**src/rtl/leta_poll_ctrl_if.sv**
```systemverilog
// Result bus from leta_poll_ctrl to the cursor/frame-buffer writer (valid/ready).
// Optional P2 fields are present when LETA_P2_EN is defined.
interface leta_poll_ctrl_if;
  logic        pos_valid;
  logic        pos_ready;
  logic [10:0] pos_x;
  logic [9:0]  pos_y;
  logic [7:0]  delta_x;
  logic [7:0]  delta_y;
`ifdef LETA_P2_EN
  logic [10:0] pos2_x;
  logic [9:0]  pos2_y;
  logic [7:0]  delta2_x;
  logic [7:0]  delta2_y;
`endif

  modport master (
`ifdef LETA_P2_EN
    output pos2_x, pos2_y, delta2_x, delta2_y,
`endif
    output pos_valid, pos_x, pos_y, delta_x, delta_y,
    input  pos_ready
  );

  modport slave (
`ifdef LETA_P2_EN
    input  pos2_x, pos2_y, delta2_x, delta2_y,
`endif
    input  pos_valid, pos_x, pos_y, delta_x, delta_y,
    output pos_ready
  );
endinterface

```
**src/rtl/leta_poll_ctrl.sv**
```systemverilog
// LETA trackball poller: walks LETA addresses per frame tick, turns counts into signed
// deltas and a clamped cursor position. Define LETA_P2_EN to also poll player 2.
module leta_poll_ctrl #(
  parameter int unsigned SETTLE  = 2,
  parameter int unsigned X_MAX   = 1279,
  parameter int unsigned Y_MAX   = 1023,
  parameter int unsigned X_SHIFT = 3,
  parameter int unsigned Y_SHIFT = 2
) (
  input  logic             GCLK,
  input  logic             reset,
  input  logic             ck_en,
  input  logic             tick,
  output logic [1:0]       leta_ad,
  input  logic [7:0]       leta_db,
  output logic             busy,
  output logic             overrun,
  leta_poll_ctrl_if.master pos_if
);

`ifdef LETA_P2_EN
  localparam int unsigned N_CH = 4;
  localparam int unsigned CH_W = 2;
`else
  localparam int unsigned N_CH = 2;
  localparam int unsigned CH_W = 1;
`endif
  localparam int unsigned CNT_W = $clog2(SETTLE + 1);
  localparam logic [10:0] X_CTR = 11'(X_MAX / 2);
  localparam logic [9:0]  Y_CTR = 10'(Y_MAX / 2);

  typedef enum logic [2:0] {
    S_IDLE, S_SETADR, S_SETTLE, S_SAMPLE, S_UPDATE
  } state_e;

  state_e            state_q, state_d;
  logic [CH_W-1:0]   ch_q, ch_d;
  logic [CH_W-1:0]   ad_q, ad_d;
  logic [CNT_W-1:0]  cnt_q, cnt_d;
  logic              pending_q, pending_d;
  logic              primed_q, primed_d;
  logic              busy_q, busy_d;
  logic              valid_q, valid_d;
  logic              overrun_q, overrun_d;
  logic [7:0]        raw_q [N_CH];
  logic [7:0]        raw_d [N_CH];
  logic [7:0]        prev_q [N_CH];
  logic [7:0]        prev_d [N_CH];
  logic [7:0]        diff_c [N_CH];
  logic [10:0]       pos_x_q, pos_x_d;
  logic [9:0]        pos_y_q, pos_y_d;
  logic [7:0]        dx_q, dx_d, dy_q, dy_d;
`ifdef LETA_P2_EN
  logic [10:0]       pos2_x_q, pos2_x_d;
  logic [9:0]        pos2_y_q, pos2_y_d;
  logic [7:0]        dx2_q, dx2_d, dy2_q, dy2_d;
`endif

  logic start_c, last_ch_c, settle_done_c;

  assign start_c       = ck_en & (pending_q | tick);
  assign last_ch_c     = (ch_q == CH_W'(N_CH - 1));
  assign settle_done_c = (cnt_q == CNT_W'(1));

  // Signed, shifted accumulation evaluated at 13 bits, then clamped to [0, maxv].
  function automatic logic [10:0] step_pos(input logic [10:0] pos, input logic [7:0] d,
                                           input int unsigned sh, input int unsigned maxv);
    logic signed [12:0] sum;
    sum = $signed({2'b00, pos}) + ($signed({{5{d[7]}}, d}) <<< sh);
    if (sum[12])                        return 11'd0;
    else if (sum > $signed(13'(maxv)))  return 11'(maxv);
    else                                return sum[10:0];
  endfunction

  // State register
  always_ff @(posedge GCLK) begin
    if (reset) state_q <= S_IDLE;
    else       state_q <= state_d;
  end

  // Next-state logic
  always_comb begin
    state_d = state_q;
    unique case (state_q)
      S_IDLE:   if (start_c)                 state_d = S_SETADR;
      S_SETADR: if (ck_en)                   state_d = S_SETTLE;
      S_SETTLE: if (ck_en && settle_done_c)  state_d = S_SAMPLE;
      S_SAMPLE: if (ck_en)                   state_d = last_ch_c ? S_UPDATE : S_SETADR;
      S_UPDATE:                              state_d = S_IDLE;
      default:                               state_d = S_IDLE;
    endcase
  end

  // Wrap-safe count differences
  always_comb begin
    for (int c = 0; c < N_CH; c++) diff_c[c] = raw_q[c] - prev_q[c];
  end

  // Datapath and output next values
  always_comb begin
    ch_d      = ch_q;
    ad_d      = ad_q;
    cnt_d     = cnt_q;
    primed_d  = primed_q;
    valid_d   = valid_q;
    overrun_d = overrun_q;
    raw_d     = raw_q;
    prev_d    = prev_q;
    pos_x_d   = pos_x_q;
    pos_y_d   = pos_y_q;
    dx_d      = dx_q;
    dy_d      = dy_q;
`ifdef LETA_P2_EN
    pos2_x_d  = pos2_x_q;
    pos2_y_d  = pos2_y_q;
    dx2_d     = dx2_q;
    dy2_d     = dy2_q;
`endif
    busy_d    = (state_d != S_IDLE);

    // One pending tick is remembered; further ticks before the round starts are dropped.
    pending_d = pending_q;
    if (state_q == S_IDLE && start_c) pending_d = 1'b0;
    else if (tick)                    pending_d = 1'b1;

    if (valid_q && pos_if.pos_ready) valid_d = 1'b0;

    unique case (state_q)
      S_IDLE: if (start_c) ch_d = '0;
      S_SETADR: if (ck_en) begin
        ad_d  = ch_q;
        cnt_d = CNT_W'(SETTLE);
      end
      S_SETTLE: if (ck_en) cnt_d = cnt_q - CNT_W'(1);
      S_SAMPLE: if (ck_en) begin
        raw_d[ch_q] = leta_db;
        if (!last_ch_c) ch_d = ch_q + CH_W'(1);
      end
      S_UPDATE: begin
        prev_d   = raw_q;
        primed_d = 1'b1;
        // New data always wins; overrun only when the old result was never taken.
        if (valid_q && !pos_if.pos_ready) overrun_d = 1'b1;
        valid_d  = 1'b1;
        if (primed_q) begin
          dx_d    = diff_c[0];
          dy_d    = diff_c[1];
          pos_x_d = step_pos(pos_x_q, diff_c[0], X_SHIFT, X_MAX);
          pos_y_d = 10'(step_pos({1'b0, pos_y_q}, diff_c[1], Y_SHIFT, Y_MAX));
`ifdef LETA_P2_EN
          dx2_d    = diff_c[2];
          dy2_d    = diff_c[3];
          pos2_x_d = step_pos(pos2_x_q, diff_c[2], X_SHIFT, X_MAX);
          pos2_y_d = 10'(step_pos({1'b0, pos2_y_q}, diff_c[3], Y_SHIFT, Y_MAX));
`endif
        end else begin
          dx_d = '0;
          dy_d = '0;
`ifdef LETA_P2_EN
          dx2_d = '0;
          dy2_d = '0;
`endif
        end
      end
      default: ;
    endcase
  end

  // Datapath registers
  always_ff @(posedge GCLK) begin
    if (reset) begin
      ch_q      <= '0;
      ad_q      <= '0;
      cnt_q     <= '0;
      pending_q <= 1'b0;
      primed_q  <= 1'b0;
      busy_q    <= 1'b0;
      valid_q   <= 1'b0;
      overrun_q <= 1'b0;
      for (int c = 0; c < N_CH; c++) begin
        raw_q[c]  <= '0;
        prev_q[c] <= '0;
      end
      pos_x_q   <= X_CTR;
      pos_y_q   <= Y_CTR;
      dx_q      <= '0;
      dy_q      <= '0;
`ifdef LETA_P2_EN
      pos2_x_q  <= X_CTR;
      pos2_y_q  <= Y_CTR;
      dx2_q     <= '0;
      dy2_q     <= '0;
`endif
    end else begin
      ch_q      <= ch_d;
      ad_q      <= ad_d;
      cnt_q     <= cnt_d;
      pending_q <= pending_d;
      primed_q  <= primed_d;
      busy_q    <= busy_d;
      valid_q   <= valid_d;
      overrun_q <= overrun_d;
      raw_q     <= raw_d;
      prev_q    <= prev_d;
      pos_x_q   <= pos_x_d;
      pos_y_q   <= pos_y_d;
      dx_q      <= dx_d;
      dy_q      <= dy_d;
`ifdef LETA_P2_EN
      pos2_x_q  <= pos2_x_d;
      pos2_y_q  <= pos2_y_d;
      dx2_q     <= dx2_d;
      dy2_q     <= dy2_d;
`endif
    end
  end

  assign leta_ad          = 2'(ad_q);
  assign busy             = busy_q;
  assign overrun          = overrun_q;
  assign pos_if.pos_valid = valid_q;
  assign pos_if.pos_x     = pos_x_q;
  assign pos_if.pos_y     = pos_y_q;
  assign pos_if.delta_x   = dx_q;
  assign pos_if.delta_y   = dy_q;
`ifdef LETA_P2_EN
  assign pos_if.pos2_x    = pos2_x_q;
  assign pos_if.pos2_y    = pos2_y_q;
  assign pos_if.delta2_x  = dx2_q;
  assign pos_if.delta2_y  = dy2_q;
`endif

endmodule

```
**src/flat_wrapper.sv**
```systemverilog
// flat-port wrapper written by rule: the top's interface ports become plain ports
module leta_poll_ctrl_flat 
#(
  parameter int unsigned SETTLE  = 2,
  parameter int unsigned X_MAX   = 1279,
  parameter int unsigned Y_MAX   = 1023,
  parameter int unsigned X_SHIFT = 3,
  parameter int unsigned Y_SHIFT = 2
)
  (GCLK, reset, ck_en, tick, leta_ad, leta_db, busy, overrun, pos_if_pos_valid, pos_if_pos_x, pos_if_pos_y, pos_if_delta_x, pos_if_delta_y, pos_if_pos_ready);
  leta_poll_ctrl_if pos_if_i ();
  input  logic GCLK;
  input  logic reset;
  input  logic ck_en;
  input  logic tick;
  output logic [1:0] leta_ad;
  input  logic [7:0] leta_db;
  output logic busy;
  output logic overrun;
  output wire logic [$bits(pos_if_i.pos_valid)-1:0] pos_if_pos_valid;
  output wire logic [$bits(pos_if_i.pos_x)-1:0] pos_if_pos_x;
  output wire logic [$bits(pos_if_i.pos_y)-1:0] pos_if_pos_y;
  output wire logic [$bits(pos_if_i.delta_x)-1:0] pos_if_delta_x;
  output wire logic [$bits(pos_if_i.delta_y)-1:0] pos_if_delta_y;
  input wire logic [$bits(pos_if_i.pos_ready)-1:0] pos_if_pos_ready;
  assign pos_if_pos_valid = pos_if_i.pos_valid;
  assign pos_if_pos_x = pos_if_i.pos_x;
  assign pos_if_pos_y = pos_if_i.pos_y;
  assign pos_if_delta_x = pos_if_i.delta_x;
  assign pos_if_delta_y = pos_if_i.delta_y;
  assign pos_if_i.pos_ready = pos_if_pos_ready;
  leta_poll_ctrl #(.SETTLE(SETTLE), .X_MAX(X_MAX), .Y_MAX(Y_MAX), .X_SHIFT(X_SHIFT), .Y_SHIFT(Y_SHIFT)) u_core (.GCLK(GCLK), .reset(reset), .ck_en(ck_en), .tick(tick), .leta_ad(leta_ad), .leta_db(leta_db), .busy(busy), .overrun(overrun), .pos_if(pos_if_i));
endmodule
```
**config.mk**
```make
export PLATFORM = sky130hd
export DESIGN_NAME = leta_poll_ctrl_flat
export DESIGN_NICKNAME = d
export VERILOG_FILES = /design/src/rtl/leta_poll_ctrl_if.sv /design/src/rtl/leta_poll_ctrl.sv /design/src/flat_wrapper.sv
export SDC_FILE = /design/constraint.sdc
export NUM_CORES = 1
export LEC_CHECK = 0
export BUFFER_PORTS_ARGS = -buffer_cell sky130_fd_sc_hd__buf_2
export CORE_MARGIN = 2
export CORE_UTILIZATION = 40
export DETAILED_ROUTE_END_ITERATION = 16
export MAX_ROUTING_LAYER = met4
export PLACE_DENSITY = 0.7
export SLEW_MARGIN = 15
export SYNTH_ARGS = -nofsm -noshare
export SYNTH_HDL_FRONTEND = slang
export SYNTH_SLANG_ARGS = --single-unit
```
**constraint.sdc**
```tcl
create_clock -name GCLK -period 6.7 [get_ports GCLK]
set_clock_uncertainty 0.05 [all_clocks]
set_input_delay 1.34 -clock GCLK [delete_from_list [all_inputs] [get_ports GCLK]]
set_output_delay 1.34 -clock GCLK [all_outputs]
set_load 0.05 [all_outputs]
```
# ---- Yosys cells after proc, flatten, opt, wreduce, memory -nomap -nowiden
# Cells that the tools add are included.
dict set report word_totals {
  reg_bits 81
  in_bits 13
  out_inout_bits 42
  wordCells 81
}
dict set report op_classes {
  add_sub_neg 6
  n_lt_le_gt_ge 4
  eq_ne 9
  muxes 24
  bitwise_logic 3
  reduce_logical 18
}
# operator n
set op_table {}
lappend op_table {{$mux 8} 3}
lappend op_table {{$mux 11} 2}
lappend op_table {{$mux 10} 2}
lappend op_table {{$bwmux 16} 1}
lappend op_table {{$sub 8x8->8} 2}
lappend op_table {{$mux 3} 5}
lappend op_table {{$add 12x11->13} 1}
lappend op_table {{$gt 13x12->1 const B} 1}
lappend op_table {{$add 11x10->12} 1}
lappend op_table {{$gt 12x11->1 const B} 1}
lappend op_table {{$pmux 3 s4} 1}
lappend op_table {{$demux 8 s1} 1}
lappend op_table {{$reduce_and 2->1} 4}
lappend op_table {{$eq 3x2->1 const B} 2}
lappend op_table {{$ne 2x2->1 const B} 3}
lappend op_table {{$reduce_and 3->1} 2}
lappend op_table {{$reduce_bool 2->1} 3}
lappend op_table {{$logic_and 1x1->1} 5}
lappend op_table {{$mux 1} 5}
lappend op_table {{$mux 2} 2}
lappend op_table {{$pmux 2 s2} 1}
lappend op_table {{$eq 3x1->1 const B} 1}
lappend op_table {{$eq 3x3->1 const B} 1}
lappend op_table {{$logic_not 3->1} 1}
lappend op_table {{13 further kinds} 13}

# ---- Logic depth before layout (Yosys ltp)
# Gate-level depths: netlist of run 1.
dict set report depth {
  ltp_word 6
  ltp_mapped 17
  ltp_nobuf 17
}

# ---- Least setup slack after synthesis of run 1
# OpenSTA, ideal clock, no wires.
dict set report synth_path {
  kind {reg2reg}
  from {register u_core.raw_q[8] in the netlist's numbering}
  to {register u_core.pos_x_q[6] (netlist: u_core.pos_if.pos_x[6])}
  setup_ns 0.139
  t_arrival_ns 3.395
  required_ns 6.511
  setup_slack_ns 3.116
  stages_incl_launch_ff 18
  n_path_buf 0
  synth_period_minus_slack_ns 3.584
  path_cell_list {dfxtp_1 inv_1 ha_1 inv_1 fa_1 a21o_1 a21oi_1 o21bai_1 a21oi_1 xnor2_1 ha_1 o21a_1 or2_2 a31o_2 and2_0 mux2i_1 o21bai_1 o211ai_1}
}
dict set report synth_between {
  elab_chain_len 5
}
# element line
set synth_lines {}
lappend synth_lines {{start: declaration} leta_poll_ctrl.sv:45} ;# logic [7:0] raw_q [N_CH];
lappend synth_lines {{start signal: assignment} leta_poll_ctrl.sv:203} ;# raw_q <= raw_d;
lappend synth_lines {{$sub 8x8->8 *} leta_poll_ctrl.sv:96} ;# for (int c = 0; c < N_CH; c++) diff_c[c] = raw_q[c] - prev_q[c];
lappend synth_lines {{$add 12x11->13 *} leta_poll_ctrl.sv:69} ;# sum = $signed({2'b00, pos}) + ($signed({{5{d[7]}}, d}) <<< sh);
lappend synth_lines {{$gt 13x12->1} leta_poll_ctrl.sv:71} ;# else if (sum > $signed(13'(maxv))) return 11'(maxv);
lappend synth_lines {{$mux 11} leta_poll_ctrl.sv:71}
lappend synth_lines {{$mux 11 *} leta_poll_ctrl.sv:70} ;# if (sum[12]) return 11'd0;
lappend synth_lines {{end signal: assignment} leta_poll_ctrl.sv:205} ;# pos_x_q <= pos_x_d;
lappend synth_lines {{end: declaration} leta_poll_ctrl.sv:50} ;# logic [10:0] pos_x_q, pos_x_d;
# Mark *: on every way between the ends. The rest lies on a longest branch, timed or not.
# A chain may end at the register's enable or synchronous reset.

# ---- Worst setup path after layout of run 1
# Same ends and word-level chain as after synthesis.

==> flow_summary.json, run 1 <==
{
  "cts_max_path_buffers": 2,
  "cts.root.buffer_cell": "clkbuf_8",
  "insertion_delay_ns": 0.37,
  "relSlewSlack_pct": 38.4,
  "initial_utilization_pct": 41.6,
  "grt_max_degree": 82,
  "cts_tree": "done",
  "antenna_cells": 0,
  "crit_arrival_ns": 4.15,
  "reg2reg_slack_ns": 2.73,
  "synth_nets": 561,
  "die_x_um": 108,
  "netlist_area_mm2": 0.00431,
  "worstSetupPathType": "register to register",
  "track_usage_pct": 18.4,
  "grt_pass1_vias": 3498,
  "power_density_mw_per_mm2": 179,
  "wl_mm": 9.78,
  "setup_viol": 0,
  "ir_drop_mv": 0.0957,
  "reg2regPathDepth": 17,
  "cts_resized": 0,
  "p_leak_nw": 1.97,
  "required_ns": 6.88,
  "place.gp.congestion": 0.939,
  "hold_viol": 0,
  "synth-seq-area-share_pct": 36.2,
  "worst_hold_path.endpoint": "u_core.pos_if.delta_y[1]",
  "grt.overflow.total": 0,
  "row_count": 37,
  "min_path_type": "register to register",
  "htree_levels": 3,
  "hpwl_mm": 7.08,
  "hold_depth": 2,
  "wire_per_inst_um": 14.2,
  "rsz0062_at_grt": "no",
  "r2r_start": "u_core.raw_q[8]",
  "synth_area_per_cell_um2": 8.47,
  "yosysWarnings": 0,
  "drtAntennaViolNets": 0,
  "final_common_cell": "dfxtp_1",
  "cts.clk_slew.worst_paths_ns": 0.08,
  "io_pins": 55,
  "worst_slew_pin_slew_ns": 0.920,
  "cp-start-kind": "register",
  "drtIter0Drc": 198,
  "finalCritPeriodShare_pct": 59.2,
  "cts_hold_buf": 0,
  "worstPathMaxFanout": 8,
  "fin_crit_ns": 3.97,
  "via_per_inst": 5.28,
  "post-route-drc-count": 0,
  "clock-sinks": 78,
  "n_fill_cell": 1021,
  "rr_endpoint": "u_core.pos_if.pos_x[6]",
  "synth_cell_type_count": 52,
  "antenna_found_initial": 0,
  "synthToLayoutAreaGrowth_pct": 11.5,
  "grt_pass1_wl_mm": 16.3,
  "die_h_um": 108,
  "num-nets-final": 598,
  "synthCells": 509,
  "drtPass1Iterations": 4,
  "die-area_mm2": 0.0116,
  "status": "finished, final reports clean",
  "holdCritStartpoint": "u_core.pos_if.delta_y[1]",
  "vias": 3628,
  "synth_seq_cells": 78,
  "layout_common_cells": "78 x dfxtp_1, 57 x nor2_1, 53 x buf_2, 52 x a21oi_1, 50 x nand2_1",
  "timing.setup.tns_ns": 0,
  "end_kind": "register",
  "ys_async_sr_fraction_pct": 0,
  "coreArea_mm2": 0.0104,
  "cts_setup_buffers": 0,
  "whs_ns": 0.407,
  "fmax_ghz": 0.252,
  "multi_input_comb_area_mm2": 0.00248,
  "synth_edf_count": 0,
  "portBuffers": 53,
  "drive_gt1_share_pct": 14.5,
  "slew_violations": 0,
  "seq_area_mm2": 0.00156,
  "cts_made_buffers": 9,
  "cap_violations": 0,
  "synth_top_flop_cell": "dfxtp_1"
}
## cell usage after synthesis, drive strengths merged (5+ instances only)
library cell	count	share of area [%]
nand2b	7	1.0
xor2	13	2.6
a22oi	10	1.7
xnor2	14	3.2
o21ai	16	1.9
a211oi	7	1.5
a21o	5	0.87
nand3	8	0.93
o21a	5	0.87
nor3	10	1.2
dfxtp	78	36
mux2i	19	4.4
nor2b	7	1.0
nor2	57	5.0
clkbuf	21	1.8
o21bai	5	0.87
ha	35	10
buf	8	1.5
a21oi	52	6.0
a221o	7	1.6
nand2	51	4.4
inv	33	2.9
o211ai	6	1.0
## state kept, by name, summed over array words and instances, names as in the netlist
signal / flops
u_core.prev_q: 16
u_core.cnt_q: 2
u_core.pos_if.delta_y: 8
u_core.primed_q: 1
u_core.ad_q: 1
u_core.ch_q: 1
u_core.pos_if.delta_x: 8
u_core.busy: 1
u_core.overrun: 1
u_core.state_q: 3
u_core.pending_q: 1
u_core.pos_if.pos_y: 9
u_core.pos_if.pos_x: 9
u_core.raw_q: 16
u_core.pos_if.pos_valid: 1
## worst max path at each step
stage	depth (start not counted)	slack [ns]	start	to
CTS	17	2.75	u_core.raw_q[8]	u_core.pos_if.pos_x[6]
detailed placement	17	2.77	u_core.raw_q[8]	u_core.pos_if.pos_x[5]
finish	17	2.73	u_core.raw_q[8]	u_core.pos_if.pos_x[6]
global placement	17	2.91	u_core.raw_q[8]	u_core.pos_if.pos_x[6]
floorplan	17	3.12	u_core.raw_q[8]	u_core.pos_if.pos_x[6]
global route	17	2.48	u_core.raw_q[8]	u_core.pos_if.pos_x[5]
## cell type report
cell class | count | share of cell area [%]
Clock buffer | 13 | 3.52
Clock inverter | 3 | 0.365
Inverter | 33 | 2.58
Multi-Input combinational cell | 369 | 51.7
Sequential cell | 78 | 32.5
Tap cell | 136 | 3.54
Timing Repair Buffer | 55 | 5.83
## logic make-up (layout without fill, tap and decap cells)
group	count (synthesis)	after routing	share of synthesized area [%]
AO/OA/AOI/OAI	126	126	19.0
flip-flops	78	78	36.2
other	1	1	0.0870
XOR/XNOR	27	27	5.84
AND/OR/NAND/NOR	157	157	16.2
adder cells (fa/ha/maj)	39	39	12.0
multiplexers	19	19	4.41
buffers and inverters	62	104	6.21
## where the power goes
part	total [mW]	internal, mW	switching (mW)
combinational	0.0498	0.0151	0.0347
clock	0.339	0.164	0.175
sequential	0.472	0.467	0.00442
total	0.860	0.646	0.214
## metal layers
metal | vias to the layer above | share of wire [%] | GRT usage [%]
met4 | 0 | 2.7 | 10.5
met2 | 76 | 47 | 29.0
met5 | - | 0 | -
li1 | 1828 | - | -
met3 | 18 | 4.1 | 2.42
met1 | 1706 | 46 | 22.8
## through the flow
| step | cells | total power [mW] | util [%] | area, um^2 | setup WS [ns] |
|---|---|---|---|---|---|
| after floorplan | 509 | 0.521 | - | 4310 | 3.12 |
| after global placement | 671 | 0.531 | 44.5 | 4620 | 2.91 |
| after detailed placement | 671 | 0.532 | 44.5 | 4620 | 2.77 |
| after CTS | 687 | 0.867 | 46.3 | 4800 | 2.75 |
| after global routing | 687 | 0.893 | 46.3 | 4800 | 2.48 |
| final | 687 | 0.860 | 46.3 | 4800 | 2.73 |
## worst max-delay path: stages (launching register included)
cell and delay (ns):
dfxtp_1 0.32, inv_1 0.05, ha_1 0.16, inv_1 0.06, fa_1 0.40, a21o_1 0.17
a21oi_1 0.23, o21bai_1 0.10, a21oi_1 0.18, xnor2_1 0.16, ha_1 0.30, o21a_1 0.13
or2_2 0.28, a31o_2 0.27, and2_0 0.15, mux2i_1 0.45, o21bai_1 0.24, o211ai_1 0.12
No activity file was read; power rests on OpenSTA's default activity.
==> run 2: changes to the inputs <==
ABC_AREA = 1   (was not set)
PLACE_DENSITY = 0.72   (was 0.7)
clock period = 3.6 ns   (was 6.7 ns; I/O delays follow)
==> run 2 against run 1 <==
  * Final area up 8.9%
  * First-iteration DRC count rose by 3.5%
  * Worst setup slack lost 2.2 ns
  * Sequential power increased by 85%
  * Count of clock-buffer cells in the layout decreased by 3
  * Critical path depth increased by 3
  * Cell count grew 22%
  * Highest routed layer unchanged
  * Critical path type unchanged
==> flow_summary.json, run 2 <==
{
  "status": "finished, final reports clean",
  "insertion_delay_ns": 0.34,
  "synthSimpleGateAreaFrac_pct": 26.3,
  "crit_family": "adder cells",
  "cts.clk_slew.worst_paths_ns": 0.07,
  "drive_gt1_share_pct": 16.3,
  "coreArea_mm2": 0.0113,
  "combPwrFrac_pct": 5.2,
  "cts.root.buffer_cell": "clkbuf_16",
  "yosys.area_share.adder_pct": 11.3,
  "power_density_mw_per_mm2": 371,
  "synth_edf_count": 0,
  "grt_pass1_vias": 3922,
  "synth-seq-area-share_pct": 34.2,
  "reg2regPathDepth": 20,
  "placed_cells": 822,
  "cts_made_buffers": 9,
  "crit_chain": "inv_1 -> ha_1 -> inv_1 -> fa_1 -> nand3_1 -> nand2_1 -> a21oi_1 -> o21bai_1 -> xor2_1 -> ha_1 -> nand2_1 -> nand2_1 -> a21oi_1 -> nand3_2 -> inv_1 -> nand2_2 -> nand2_4 -> nor2_8 -> a21oi_1 -> o21ai_1",
  "required_ns": 3.76,
  "fin_crit_ns": 3.11,
  "cp_slowest_cell": "fa_1",
  "cts_max_path_buffers": 2,
  "die_x_um": 111,
  "rr_endpoint": "u_core.pos_if.pos_y[3]",
  "num-nets-final": 742,
  "cp-start-kind": "register",
  "cts_hold_buf": 0,
  "synth_cell_type_count": 33,
  "rsz0062_at_grt": "no",
  "r2r_start": "u_core.raw_q[0]",
  "holdCritStartpoint": "u_core.cnt_q[0]",
  "fmax_ghz": 0.321,
  "p_int_mw": 1.47,
  "die_h_um": 111,
  "hold_viol": 0,
  "cts_tree": "done",
  "slew_violations": 0,
  "cts_resized": 0,
  "pwr-share-seq_pct": 45.0,
  "track_usage_pct": 18.0,
  "initial_utilization_pct": 40.5,
  "drtIter0Drc": 205,
  "crit_arrival_ns": 3.28,
  "post-route-drc-count": 0,
  "io_pins": 55,
  "worst_hold_path.endpoint": "u_core.cnt_q[0]",
  "portBuffers": 53,
  "layout_common_cells": "145 x nand2_1, 87 x inv_1, 78 x dfxtp_1, 62 x a21oi_1, 58 x nor2_1",
  "reg2reg_slack_ns": 0.49,
  "hold_depth": 1,
  "synthCells": 646,
  "relSlewSlack_pct": 32.5,
  "cts_setup_buffers": 0,
  "swShare_pct": 24.2,
  "clock-sinks": 78,
  "worst_slew_pin_slew_ns": 1.01,
  "clkPwrFrac_pct": 49.8,
  "fin_cells": 838,
  "fin_util_pct": 46.4,
  "wire_per_inst_um": 11.9,
  "n_fill_cell": 1111,
  "synth-compound-area-share_pct": 14.1,
  "cap_violations": 0,
  "ys_top_cells_by_count": "145 x nand2_1, 87 x inv_1, 78 x dfxtp_1",
  "synth_top_flop_cell": "dfxtp_1",
  "power.switching_mw": 0.471,
  "top_regs": "u_core.prev_q (16), u_core.raw_q (16)",
  "finalCritPeriodShare_pct": 86.4,
  "ir_drop_mv": 0.197,
  "synth_xor_area_share_pct": 4.03,
  "synth_nets": 698,
  "yosys-top-cells-area": "dfxtp_1 34%, nand2_1 12%, ha_1 9.6%",
  "synth_top_area_share_pct": 34.2,
  "end_kind": "register",
  "synthToLayoutAreaGrowth_pct": 14.6,
  "vias": 4016,
  "worstSetupPathType": "register to register",
  "die-area_mm2": 0.0123,
  "synth_area_per_cell_um2": 7.07,
  "synth.most_common_cell": "nand2_1",
  "htree_levels": 3,
  "synth_top_area_cell": "dfxtp_1",
  "grt.overflow.total": 0,
  "place.gp.congestion": 0.924,
  "synth_top_family_by_area": "simple AND/OR/NAND/NOR gates",
  "muxShareOfSynthArea_pct": 0,
  "yosysWarnings": 0,
  "setup_viol": 0,
  "drtPass1Iterations": 4,
  "worstPathMaxFanout": 8,
  "drtAntennaViolNets": 0,
  "antenna_found_initial": 0,
  "grt_pass1_wl_mm": 17.7,
  "wl_mm": 10.0,
  "seq_area_mm2": 0.00156,
  "synth_seq_cells": 78,
  "p_leak_nw": 2.48,
  "antenna_cells": 0,
  "netlist_area_mm2": 0.00456,
  "cp.buffers_inverters": 3,
  "hpwl_mm": 7.52,
  "row_count": 39,
  "via_per_inst": 4.79,
  "multi_input_comb_area_mm2": 0.00255,
  "grt_max_degree": 45,
  "min_path_type": "register to register",
  "ys_async_sr_fraction_pct": 0,
  "slowest_delay_ns": 0.40,
  "timing.setup.tns_ns": 0,
  "final_common_cell": "nand2_1"
}
## run 2: per-layer routing
layer | global-route usage [%] | vias to the layer above | wire length [um]
met5 | - | - | 0
met4 | 6.58 | 0 | 139
met3 | 3.55 | 12 | 363
met2 | 28.4 | 68 | 4500
met1 | 23.0 | 1796 | 5010
li1 | - | 2140 | -
## run 2: power groups by stage
stage	combinational [mW]	sequential, mW	clock, mW
global route	0.115	0.873	1.02
floorplan	0.0710	0.897	0
finish	0.101	0.873	0.967
detailed placement	0.100	0.893	0
CTS	0.101	0.873	0.989
global placement	0.101	0.893	0
## run 2: cell families after synthesis
kind of cell	after synthesis
AOI/OAI and AO/OA	119
adders and majority gates	39
xor gates and xnor gates	21
and+or+nand+nor	274
buffers and inverters	114
other	1
DFF	78
## run 2: cell type report
class                      instances  share of cell area (%)
clock buffer                      10                    4.57
multi-input combinational        454                    48.7
sequential                        78                    29.8
tap                              143                    3.42
timing repair buffer              55                    5.36
inverter                          92                    6.60
clock inverter                     6                    1.48
## run 2: stage by stage
stage / hold WS (ns) / cell area (um^2) / power, mW / setup WS [ns]
2_1_floorplan: 0.379 / 4560 / 0.968 / 0.840
3_3_place_gp: 0.401 / 4920 / 0.993 / 0.619
3_5_place_dp: 0.404 / 4920 / 0.993 / 0.520
4_1_cts: 0.413 / 5230 / 1.96 / 0.484
5_1_grt: 0.430 / 5230 / 2.01 / 0.133
6_report: 0.410 / 5230 / 1.94 / 0.488
## run 2: worst max path at each step
| stage | cells past startpoint | end | startpoint | slack (ns) |
|---|---|---|---|---|
| after floorplan | 20 | u_core.pos_if.pos_y[3] | u_core.raw_q[0] | 0.84 |
| after global placement | 20 | u_core.pos_if.pos_y[3] | u_core.raw_q[0] | 0.62 |
| after detailed placement | 20 | u_core.pos_if.pos_y[3] | u_core.raw_q[0] | 0.52 |
| after CTS | 20 | u_core.pos_if.pos_y[3] | u_core.raw_q[0] | 0.48 |
| after global routing | 19 | u_core.pos_if.pos_y[0] | u_core.raw_q[0] | 0.13 |
| final | 20 | u_core.pos_if.pos_y[3] | u_core.raw_q[0] | 0.49 |
==> run 3: changes to the inputs <==
CORE_UTILIZATION = 46   (was 40)
PLACE_DENSITY = 0.79   (was 0.72)
==> run 3 against run 2 <==
  * Via count rose by 1.4%
  * Core utilization rose by 6.4 points
  * Die area fell by 13%
  * Critical endpoint is now u_core.pos_if.pos_x[5]
  * Wire length rose by 3.8%
  * Global-route usage rose by 2.5 points
  * Fmax rose by 1.2%
  * Largest cell class unchanged
  * Count of clock-buffer cells in the layout rose by 1
  * Critical path type unchanged
  * Critical path depth fell by 1
==> flow_summary.json, run 3 (synthesis results as in run 2) <==
{
  "seq_area_mm2": 0.00156,
  "hold_viol": 0,
  "swShare_pct": 24.6,
  "via_per_inst": 4.91,
  "cts.root.buffer_cell": "clkbuf_8",
  "power_mw": 1.67,
  "die_h_um": 104,
  "top_regs": "u_core.prev_q (16), u_core.raw_q (16)",
  "drive_gt1_share_pct": 16.4,
  "required_ns": 3.80,
  "n_fill_cell": 943,
  "htree_levels": 3,
  "cts_hold_buf": 0,
  "clkPwrFrac_pct": 41.6,
  "insertion_delay_ns": 0.35,
  "fin_crit_ns": 3.07,
  "multi_input_comb_area_mm2": 0.00255,
  "io_pins": 55,
  "cpMostUsedCell": "nand2_1",
  "cp_slowest_cell": "fa_1",
  "fin_cells": 829,
  "worstSetupPathType": "register to register",
  "grt_max_degree": 45,
  "pwr-share-seq_pct": 52.2,
  "drtPass1Iterations": 4,
  "crit_chain": "inv_1 -> ha_1 -> inv_1 -> fa_1 -> nand3_1 -> nand2_1 -> a21oi_1 -> o21bai_1 -> xor2_1 -> ha_1 -> inv_1 -> nor3_1 -> nand2_1 -> nand2_1 -> nand3_1 -> nand2_2 -> nand2_1 -> o21ai_0 -> nand2_1",
  "place.gp.congestion": 0.894,
  "track_usage_pct": 20.6,
  "grt.overflow.total": 0,
  "grt_pass1_wl_mm": 17.8,
  "status": "finished, final reports clean",
  "worstPathMaxFanout": 7,
  "die-area_mm2": 0.0107,
  "wl_mm": 10.4,
  "fmax_ghz": 0.325,
  "combPwrFrac_pct": 6.1,
  "drtAntennaViolNets": 0,
  "ir_drop_mv": 0.277,
  "cts.clk_slew.worst_paths_ns": 0.09,
  "cts_made_buffers": 9,
  "cts_resized": 0,
  "finalCritPeriodShare_pct": 85.4,
  "row_count": 36,
  "relSlewSlack_pct": 35.5,
  "post-route-drc-count": 0,
  "coreArea_mm2": 0.00968,
  "cts_setup_buffers": 0,
  "p_leak_nw": 2.44,
  "crit_arrival_ns": 3.28,
  "cap_violations": 0,
  "rsz0062_at_grt": "no",
  "cts_tree": "done",
  "worst_slew_pin_slew_ns": 0.966,
  "drtIter0Drc": 209,
  "timing.setup.tns_ns": 0,
  "end_kind": "register",
  "synthToLayoutAreaGrowth_pct": 12.2,
  "wire_per_inst_um": 12.5,
  "portBuffers": 53,
  "slew_violations": 0,
  "die_x_um": 104,
  "cts_max_path_buffers": 2,
  "p_int_mw": 1.26,
  "power.switching_mw": 0.411,
  "initial_utilization_pct": 47.1,
  "layout_common_cells": "145 x nand2_1, 87 x inv_1, 78 x dfxtp_1, 62 x a21oi_1, 58 x nor2_1",
  "clock-sinks": 78,
  "min_path_type": "register to register",
  "antenna_cells": 0,
  "final_common_cell": "nand2_1",
  "vias": 4074,
  "cp-start-kind": "register",
  "grt_pass1_vias": 3936,
  "slowest_delay_ns": 0.40,
  "placed_cells": 813,
  "power_density_mw_per_mm2": 326,
  "num-nets-final": 743,
  "setup_viol": 0,
  "antenna_found_initial": 0,
  "hpwl_mm": 8.02
}
run 3: changes by cell type in the layout (fill, tap and decap cells not counted):
cell and delta:
clkbuf_8 +10, clkbuf_16 -9, clkinv_2 +2, inv_8 -2
buf_4 +1, clkinv_4 +1, clkinvlp_4 -1, inv_6 -1
run 3: layer usage:
metal | global-route usage (%) | vias up | routed length (um)
li1 | - | 2134 | -
met1 | 26.0 | 1845 | 4970
met2 | 33.8 | 82 | 4930
met3 | 2.89 | 13 | 328
met4 | 7.14 | 0 | 155
met5 | - | - | 0
run 3: power by group through the flow:
stage                     combinational, mW  clock (mW)  sequential, mW
after floorplan                      0.0710           0           0.897
after global placement               0.0980           0           0.892
after detailed placement              0.101           0           0.893
after CTS                             0.102       0.707           0.873
after global routing                  0.115       0.742           0.874
final                                 0.102       0.695           0.873
run 3: worst max-delay path, delay by kind of cell, from the launching register on:
kind,cells,cell delay [ns]
xor+xnor,1,0.16
fa+ha+maj,3,0.91
flops,1,0.30
simple gates,9,0.90
compound gates,3,0.41
buf+inv,3,0.23
run 3: final timing paths:
check | slack [ns] | to | from | depth (start not counted)
setup reg to reg | 0.53 | u_core.pos_if.pos_x[5] | u_core.raw_q[8] | 19
hold / removal | 0.42 | u_core.prev_q[5] | u_core.prev_q[5] | 2
hold reg to reg | 0.42 | u_core.prev_q[5] | u_core.prev_q[5] | 2
setup / recovery | 0.53 | u_core.pos_if.pos_x[5] | u_core.raw_q[8] | 19
run 3: per-stage QoR:
| stage | instance area [um^2] | util (%) | hold WS, ns | setup slack (ns) |
|---|---|---|---|---|
| floorplan | 4560 | - | 0.379 | 0.840 |
| global placement | 4910 | 50.7 | 0.397 | 0.633 |
| detailed placement | 4910 | 50.7 | 0.404 | 0.565 |
| CTS | 5120 | 52.9 | 0.417 | 0.538 |
| global route | 5120 | 52.9 | 0.439 | 0.175 |
| finish | 5120 | 52.9 | 0.415 | 0.525 |
run 3: cell type report:
| type | count | share of cell area (%) |
|---|---|---|
| multi-input combinational | 454 | 49.8 |
| timing repair buffer | 56 | 5.62 |
| tap | 133 | 3.25 |
| clock buffer | 11 | 2.96 |
| inverter | 92 | 6.74 |
| sequential | 78 | 30.5 |
| clock inverter | 5 | 1.12 |
